--- src/rtl/rv_branch_resolve.sv ---
// EX-stage branch resolution: evaluates branches/JAL/JALR, emits prediction-buffer updates and IF redirect/flush.
// Latency: every output is registered, so results appear the cycle after the instruction is accepted.
// Backpressure: EX_stall_i holds off acceptance; while flushing, all EX inputs are ignored as wrong-path.
module rv_branch_resolve #(
  parameter int XLEN      = 32,
  parameter int IDX_W     = 4,
  parameter int FLUSH_CYC = 2,
  parameter int CNT_W     = 32
) (
  input  logic             clk,
  input  logic             rst,
  input  logic             EX_valid_i,
  input  logic             EX_stall_i,
  input  logic             EX_branch_i,
  input  logic             EX_jal_i,
  input  logic             EX_jalr_i,
  input  logic [2:0]       EX_funct3_i,
  input  logic [XLEN-1:0]  EX_rs1_i,
  input  logic [XLEN-1:0]  EX_rs2_i,
  input  logic [XLEN-1:0]  EX_pc_i,
  input  logic [XLEN-1:0]  EX_imm_i,
  input  logic             EX_predict_i,
  output logic             upd_branch_o,
  output logic             upd_taken_o,
  output logic [IDX_W-1:0] upd_addr_o,
  output logic             IF_redirect_o,
  output logic [XLEN-1:0]  IF_target_o,
  output logic             IF_flush_o,
  output logic [CNT_W-1:0] branch_cnt_o,
  output logic [CNT_W-1:0] mispredict_cnt_o
);

  typedef enum logic [0:0] {
    IDLE  = 1'b0,
    FLUSH = 1'b1
  } state_t;

  // Last flush-counter value before returning to IDLE; the counter starts at 1
  // in the cycle the redirect is issued, so flush stays high FLUSH_CYC cycles.
  localparam logic [3:0]       FLUSH_LAST = 4'(FLUSH_CYC);
  localparam logic [CNT_W-1:0] CNT_MAX    = {CNT_W{1'b1}};

  state_t           state_q;
  logic [3:0]       flush_cnt_q;

  logic             upd_branch_q;
  logic             upd_taken_q;
  logic [IDX_W-1:0] upd_addr_q;
  logic             redirect_q;
  logic [XLEN-1:0]  target_q;
  logic             flush_q;
  logic [CNT_W-1:0] branch_cnt_q,  branch_cnt_d;
  logic [CNT_W-1:0] mispred_cnt_q, mispred_cnt_d;

  // Decoded instruction class, with jalr > jal > branch priority
  logic is_jalr, is_jal, is_br;
  logic accept;

  // Direction evaluation
  logic op_eq, op_lt_s, op_lt_u;
  logic br_taken, br_legal;

  // Target arithmetic
  logic [XLEN-1:0] pc_imm_tgt;
  logic [XLEN-1:0] jalr_sum;
  logic [XLEN-1:0] jalr_tgt;
  logic [XLEN-1:0] fall_tgt;
  logic [XLEN-1:0] redirect_tgt;

  logic need_redirect;
  logic upd_vld;
  logic mispred_vld;

  assign is_jalr = EX_jalr_i;
  assign is_jal  = EX_jal_i & ~EX_jalr_i;
  assign is_br   = EX_branch_i & ~EX_jal_i & ~EX_jalr_i;

  // Only IDLE accepts: anything arriving during FLUSH is on the squashed path.
  assign accept = EX_valid_i & ~EX_stall_i & (state_q == IDLE) &
                  (EX_branch_i | EX_jal_i | EX_jalr_i);

  assign op_eq   = (EX_rs1_i == EX_rs2_i);
  assign op_lt_s = ($signed(EX_rs1_i) < $signed(EX_rs2_i));
  assign op_lt_u = (EX_rs1_i < EX_rs2_i);

  // Resolve branch direction from funct3; 010/011 are not branches and resolve not-taken
  always_comb begin
    br_taken = 1'b0;
    br_legal = 1'b1;
    case (EX_funct3_i)
      3'b000:  br_taken = op_eq;
      3'b001:  br_taken = ~op_eq;
      3'b100:  br_taken = op_lt_s;
      3'b101:  br_taken = ~op_lt_s;
      3'b110:  br_taken = op_lt_u;
      3'b111:  br_taken = ~op_lt_u;
      default: begin
        br_taken = 1'b0;
        br_legal = 1'b0;
      end
    endcase
  end

  assign pc_imm_tgt = EX_pc_i + EX_imm_i;
  assign jalr_sum   = EX_rs1_i + EX_imm_i;
  assign jalr_tgt   = jalr_sum & ~XLEN'(1);
  assign fall_tgt   = EX_pc_i + XLEN'(4);

  // Jumps always redirect because the prediction buffer carries no targets.
  assign need_redirect = is_jal | is_jalr | (is_br & (br_taken != EX_predict_i));

  // Select redirect target: jump target, taken-path target, or fall-through
  always_comb begin
    redirect_tgt = fall_tgt;
    if (is_jalr) begin
      redirect_tgt = jalr_tgt;
    end else if (is_jal || br_taken) begin
      redirect_tgt = pc_imm_tgt;
    end
  end

  assign upd_vld     = accept & is_br & br_legal;
  assign mispred_vld = upd_vld & need_redirect;

  // Saturating performance counter next-state
  always_comb begin
    branch_cnt_d  = branch_cnt_q;
    mispred_cnt_d = mispred_cnt_q;
    if (upd_vld && (branch_cnt_q != CNT_MAX)) begin
      branch_cnt_d = branch_cnt_q + CNT_W'(1);
    end
    if (mispred_vld && (mispred_cnt_q != CNT_MAX)) begin
      mispred_cnt_d = mispred_cnt_q + CNT_W'(1);
    end
  end

  // Prediction-buffer update packet; direction and index hold between pulses
  always_ff @(posedge clk or posedge rst) begin
    if (rst) begin
      upd_branch_q <= 1'b0;
      upd_taken_q  <= 1'b0;
      upd_addr_q   <= '0;
    end else begin
      upd_branch_q <= upd_vld;
      if (upd_vld) begin
        upd_taken_q <= br_taken;
        upd_addr_q  <= EX_pc_i[IDX_W+1:2];
      end
    end
  end

  // Redirect/flush FSM with registered redirect strobe, target and flush level
  always_ff @(posedge clk or posedge rst) begin
    if (rst) begin
      state_q     <= IDLE;
      flush_cnt_q <= 4'd0;
      redirect_q  <= 1'b0;
      target_q    <= '0;
      flush_q     <= 1'b0;
    end else begin
      redirect_q <= 1'b0;
      case (state_q)
        IDLE: begin
          if (accept && need_redirect) begin
            state_q     <= FLUSH;
            flush_cnt_q <= 4'd1;
            redirect_q  <= 1'b1;
            target_q    <= redirect_tgt;
            flush_q     <= 1'b1;
          end
        end
        FLUSH: begin
          // Counting is independent of EX_stall_i: the squash window is fixed.
          if (flush_cnt_q >= FLUSH_LAST) begin
            state_q     <= IDLE;
            flush_cnt_q <= 4'd0;
            flush_q     <= 1'b0;
          end else begin
            flush_cnt_q <= flush_cnt_q + 4'd1;
          end
        end
        default: begin
          state_q     <= IDLE;
          flush_cnt_q <= 4'd0;
          flush_q     <= 1'b0;
        end
      endcase
    end
  end

  // Performance counter registers
  always_ff @(posedge clk or posedge rst) begin
    if (rst) begin
      branch_cnt_q  <= '0;
      mispred_cnt_q <= '0;
    end else begin
      branch_cnt_q  <= branch_cnt_d;
      mispred_cnt_q <= mispred_cnt_d;
    end
  end

  assign upd_branch_o     = upd_branch_q;
  assign upd_taken_o      = upd_taken_q;
  assign upd_addr_o       = upd_addr_q;
  assign IF_redirect_o    = redirect_q;
  assign IF_target_o      = target_q;
  assign IF_flush_o       = flush_q;
  assign branch_cnt_o     = branch_cnt_q;
  assign mispredict_cnt_o = mispred_cnt_q;

endmodule
--- config.mk ---
export PLATFORM = sky130hd
export DESIGN_NAME = rv_branch_resolve
export DESIGN_NICKNAME = d
export VERILOG_FILES = /design/src/rtl/rv_branch_resolve.sv
export SDC_FILE = /design/constraint.sdc
export NUM_CORES = 1
export LEC_CHECK = 0
export ABC_CLOCK_PERIOD_IN_PS = 5200
export CORE_MARGIN = 1
export CORE_UTILIZATION = 33
export CTS_BUF_LIST = sky130_fd_sc_hd__clkbuf_8
export DETAILED_ROUTE_END_ITERATION = 16
export SYNTH_ARGS = -nofsm -noshare
export SYNTH_HDL_FRONTEND = slang
export SYNTH_SLANG_ARGS = --single-unit
--- constraint.sdc ---
create_clock -name clk -period 5.2 [get_ports clk]
set_clock_uncertainty 0.15 [all_clocks]
set_input_delay 1.04 -clock clk [delete_from_list [all_inputs] [get_ports clk]]
set_output_delay 1.04 -clock clk [all_outputs]
set_load 0.03 [all_outputs]
# Word level (Yosys, flattened, before mapping)
# Cells that the tools add are included.
# classes
mux	14
n_bitwise	21
n_shift	0
eq_ne	11
addsub	6
mul	0
reduce_logical	8
div	0
n_lt_le_gt_ge	3
# ops
operator	n
32-bit by 1-bit adder with 32-bit output (second input constant)	2
32-bit adder	2
32-bit < comparator	2
32-bit 2-to-1 mux	2
32-bit != test (second input constant)	2
32-bit by 3-bit adder with 32-bit output (second input constant)	1
32-bit == test	1
3-bit == test (second input constant)	4
1-bit AND	10
4-bit 2-to-1 mux	2
4-bit one-hot mux with 2 select lines	1
1-bit inverter	7
1-bit 2-to-1 mux	6
1-bit one-hot mux with 6 select lines	1
6-bit OR reduction	1
4-bit by 1-bit adder with 4-bit output (second input constant)	1
4-bit by 2-bit greater-or-equal comparator with 1-bit output (second input constant)	1
2-bit by 1-bit != test with 1-bit output (second input constant)	2
1-bit OR	4
1-bit one-hot mux with 2 select lines	2
2-bit AND reduction	2
3-bit by 1-bit == test with 1-bit output (second input constant)	1
1-bit logical AND	3
3-bit logical NOT	1
other kinds (2)	2
# totals
out_inout_bits	104
register_bits	109
elab_cells	73
mem_count	0
mem_bits_rw	0
latch_bits	0
mem_bits_ro	0
inputBits	139

# Longest topological paths before layout
# logic_depth
depth_word	9
ltp_mapped	14
ltp_nobuf	13

# Least setup slack after synthesis
# Ideal clock, no wire load.
# synth_timing
path_kind	input -> register
startpoint	input EX_pc_i[0]
endpoint	register target_q[30], in the netlist IF_target_o[30]
setup_time_ns	0.104
arrival_time_ns	3.411
path_stages	13
setup_slack_ns	1.536
n_path_buf	0
cell_sequence	ha_1 > inv_1 > fa_1 > nand2b_1 > a21oi_1 > o41a_1 > a21bo_2 > a31oi_1 > o311a_1 > o21ai_1 > a21oi_1 > mux2i_1 > a221oi_1
# synth_between
elab_chain_len	3
# synth_lines
item	line_no	source
from (decl)	20	input logic [XLEN-1:0] EX_pc_i,
32-bit by 3-bit adder with 32-bit output or 32-bit adder (tied branches)	107, 104	
32-bit 2-to-1 mux (*)	117	end else if (is_jal || br_taken) begin
32-bit 2-to-1 mux (*)	115	if (is_jalr) begin
to (signal assigned)	168	target_q <= redirect_tgt;
to (decl)	50	logic [XLEN-1:0] target_q;
# Mark *: on every way between the ends. The rest lies on a longest branch, timed or not.
# A chain may end at the register's enable or synchronous reset.

# Worst setup path in the final report
# layout_timing
startpoint	input EX_rs1_i[31]
endpoint	register flush_q, in the netlist IF_flush_o
# layout_between
elab_chain_len	9
# layout_lines
item	line_no	source
from (decl)	18	input logic [XLEN-1:0] EX_rs1_i,
32-bit < comparator (tied with other cells)	84	assign op_lt_u = (EX_rs1_i < EX_rs2_i);
1-bit inverter, on equally long branches	96, 92, 94	
1-bit one-hot mux with 6 select lines (*)	90	case (EX_funct3_i)
1-bit != test (*)	110	assign need_redirect = is_jal | is_jalr | (is_br & (br_taken != EX_predict_i));
1-bit AND (*)	110	
1-bit OR (*)	110	
1-bit logical AND (*)	164	if (accept && need_redirect) begin
2-bit by 1-bit != test with 1-bit output (no source line) (*)	--	
2-bit AND reduction (no source line) (*)	--	
to (signal assigned)	159	flush_q <= 1'b0;
to (signal assigned)	169	flush_q <= 1'b1;
to (signal assigned)	177	flush_q <= 1'b0;
to (decl)	51	logic flush_q;
# Marks and branches as above.

==> results.cfg <==
[clocking]
cts_setup_buffers = 0
clock_sinks = 109
tritoncts.num_buffers = 9
tritoncts = built
clk_latency_ns = 0.39
cts_buffer_depth = 2
cts_resized = 0
root_buffer = clkbuf_8
path_clk_slew_ns = 0.11
hold_buffers = 0
htreeDepth = 3

[sta]
slew_headroom = 0.5030
finalSetupViolCount = 0
setup_tns_ns = 0
max_freq_mhz = 224.7
rsz0062_at_grt = no
hold_viol_final = 0
worstMarginPinSlew_ns = 0.7454
drv_slew = 0
period_share = 0.8558
finalCriticalPeriod_ns = 4.450

[routing]
drc_errors = 0
ant_nets = 0
drtPass1Iterations = 5
first_iter_violations = 703
wl_um = 30330
detail_route.wl_per_cell_um = 17.14
route.vias.total = 9304
viasPerCell = 5.256

[synth]
synth_seq_cells = 109
netlist_area_um2 = 9613
yosysWarnings = 0
yosysUniqueCellTypes = 77
synth_fp_nets = 1379
ys.flop_type = dfrtp_1
async_reset_ff_frac = 1.000
seq_area_frac_synth = 0.2837
postSynthAreaPerCell_um2 = 8.432
syn_inst = 1140
synth_edf_count = 0

[cells_and_area]
fillCellCount = 2856
layout_common_cells = clkdlybuf4s50_1, nand2_1, dfrtp_1
regArea_um2 = 2728
final_core_util = 0.4442
nNetsFinal = 1619
multi_input_area_um2 = 6501
final_common_cell = clkdlybuf4s50_1
drive_gt1_frac = 0.04188
area_growth_pct = 32.63

[pwr]
ir_worst_vdd_uv = 206.1
power_density_nw_per_um2 = 261.7
leakagePower_nw = 5.757

[run]
maxCapViolations = 0

[floorplanning]
die_area_um2 = 29820
io_pins = 243
dieWidth_um = 172.7
start_util = 0.3349
rows = 62
die_height_um = 172.7
coreArea_um2 = 28700

[global_route]
gr-total-overflow = 0
grt_pass1_vias = 9133
grt_pass1_wl_um = 48920
grt_max_degree = 60
grt_use_total = 0.2049
grt_antenna_before_repair = 1

[critical_path]
r2r-start = mispredict_cnt_o[3]
slowest_stage = nor4_1
path_max_fanout = 10
cp-end-kind = flop
worstPathCellList = clkdlybuf4s50_1 > ha_1 > nand4_1 > nor4_1 > o41a_1 > mux2_2 > a21o_1 > nand3_1 > a21bo_2 > clkinv_1 > buf_4 > o22a_1
critical_path_depth = 12
crit_arrival_ns = 4.58
critical_path.max_stage_delay_ns = 0.57
crit_end = IF_flush_o
worstSetupPathType = input port to flop
startpoint = EX_rs1_i[31]
required_ns = 5.33
rrSetupSlack_ns = 1.82
r2r_end = mispredict_cnt_o[1]
reg2reg_depth = 10
crit_path_start_kind = input port
crit_buf_inv = 3
crit_family = compound AO/OA/AOI/OAI gates

[placed_design]
portBuffers = 242
dp_hpwl_um = 24720
gp_congestion = 0.8680

[outcome]
status = finished clean

[hold_path]
hold_class = flop to flop
whs_path_depth = 2
[flip-flops by register name, summed over array words and instances, names as in the netlist]
register	count
upd_taken_o	1
mispredict_cnt_o	32
IF_target_o	32
branch_cnt_o	32
flush_cnt_q	4
state_q	1
upd_branch_o	1
IF_redirect_o	1
upd_addr_o	4
IF_flush_o	1
[power breakdown]
part,internal [mW],switching [mW],total (mW)
logic,0.715,0.919,1.63
registers,1.01,0.138,1.15
clock network,0.195,0.359,0.554
[cells in the mapped netlist, types with 11 or more instances]
master	instances	area, um^2
nand2_1	118	442.9
dfrtp_1	109	2728
ha_1	98	1226
a21oi_1	93	465.5
xor2_1	72	630.6
xnor2_1	71	621.9
inv_1	61	229.0
nor2_1	59	221.5
o21ai_0	57	285.3
nand3_1	49	245.2
a21o_1	36	270.3
nand4_1	31	193.9
nor3_1	31	155.2
and3_1	26	162.7
a211oi_1	21	157.7
nor4_1	18	112.6
clkbuf_1	14	52.55
o211ai_1	13	97.59
nand2b_1	12	75.07
nor2b_1	11	68.82
[per-stage QoR]
stage	area (um^2)	total power, mW	cells	hold slack, ns	setup WS, ns
final	12750	3.337	1770	0.3406	0.7501
after floorplan	9613	2.088	1140	0.3135	1.136
after global placement	12530	2.787	1753	0.3116	0.2988
after detailed placement	12530	2.796	1753	0.3161	0.2503
after CTS	12750	3.371	1769	0.3466	0.6653
after global routing	12750	3.543	1770	0.3599	0.5667
[how the worst min path moves through the flow]
| stage | slack, ns | end | from |
|---|---|---|---|
| 3_5_place_dp | 0.32 | upd_addr_o[1] | upd_addr_o[1] |
| 6_report | 0.34 | IF_target_o[2] | IF_target_o[2] |
| 4_1_cts | 0.35 | branch_cnt_o[13] | branch_cnt_o[13] |
| 2_1_floorplan | 0.31 | flush_cnt_q[0] | flush_cnt_q[0] |
| 3_3_place_gp | 0.31 | upd_taken_o | upd_taken_o |
| 5_1_grt | 0.36 | upd_addr_o[1] | upd_addr_o[1] |
[per-layer routing]
metal / GRT usage / up-vias / share of wire
met5: 0 / - / 0
met3: 0.02682 / 17 / 0.042
li1: - / 4620 / -
met2: 0.3476 / 258 / 0.47
met4: 0.03687 / 0 / 0.011
met1: 0.2802 / 4409 / 0.48
[final cells by class]
type	instances	share of cell area
clock inverters	7	0.006968
diodes	1	0.0001963
multi-input cells	938	0.5099
clock buffers	9	0.009715
flip-flops and latches	109	0.2139
inverters	62	0.01845
repair buffers	260	0.2031
well taps	384	0.03768
[worst min-delay path, delay by kind of cell, from the launching register on]
kind | cells | cell delay, ns
AOI/OAI and AO/OA | 1 | 0.06
DFF | 1 | 0.36
and+or+nand+nor | 1 | 0.05
[cells by family after synthesis]
logic type / share of synthesized area
buf+inv: 0.04009
mux: 0.01549
simple gates: 0.2053
xor+xnor: 0.1303
fa+ha+maj: 0.1317
flops: 0.2837
compound gates: 0.1934
No activity file was read; power rests on OpenSTA's default activity.
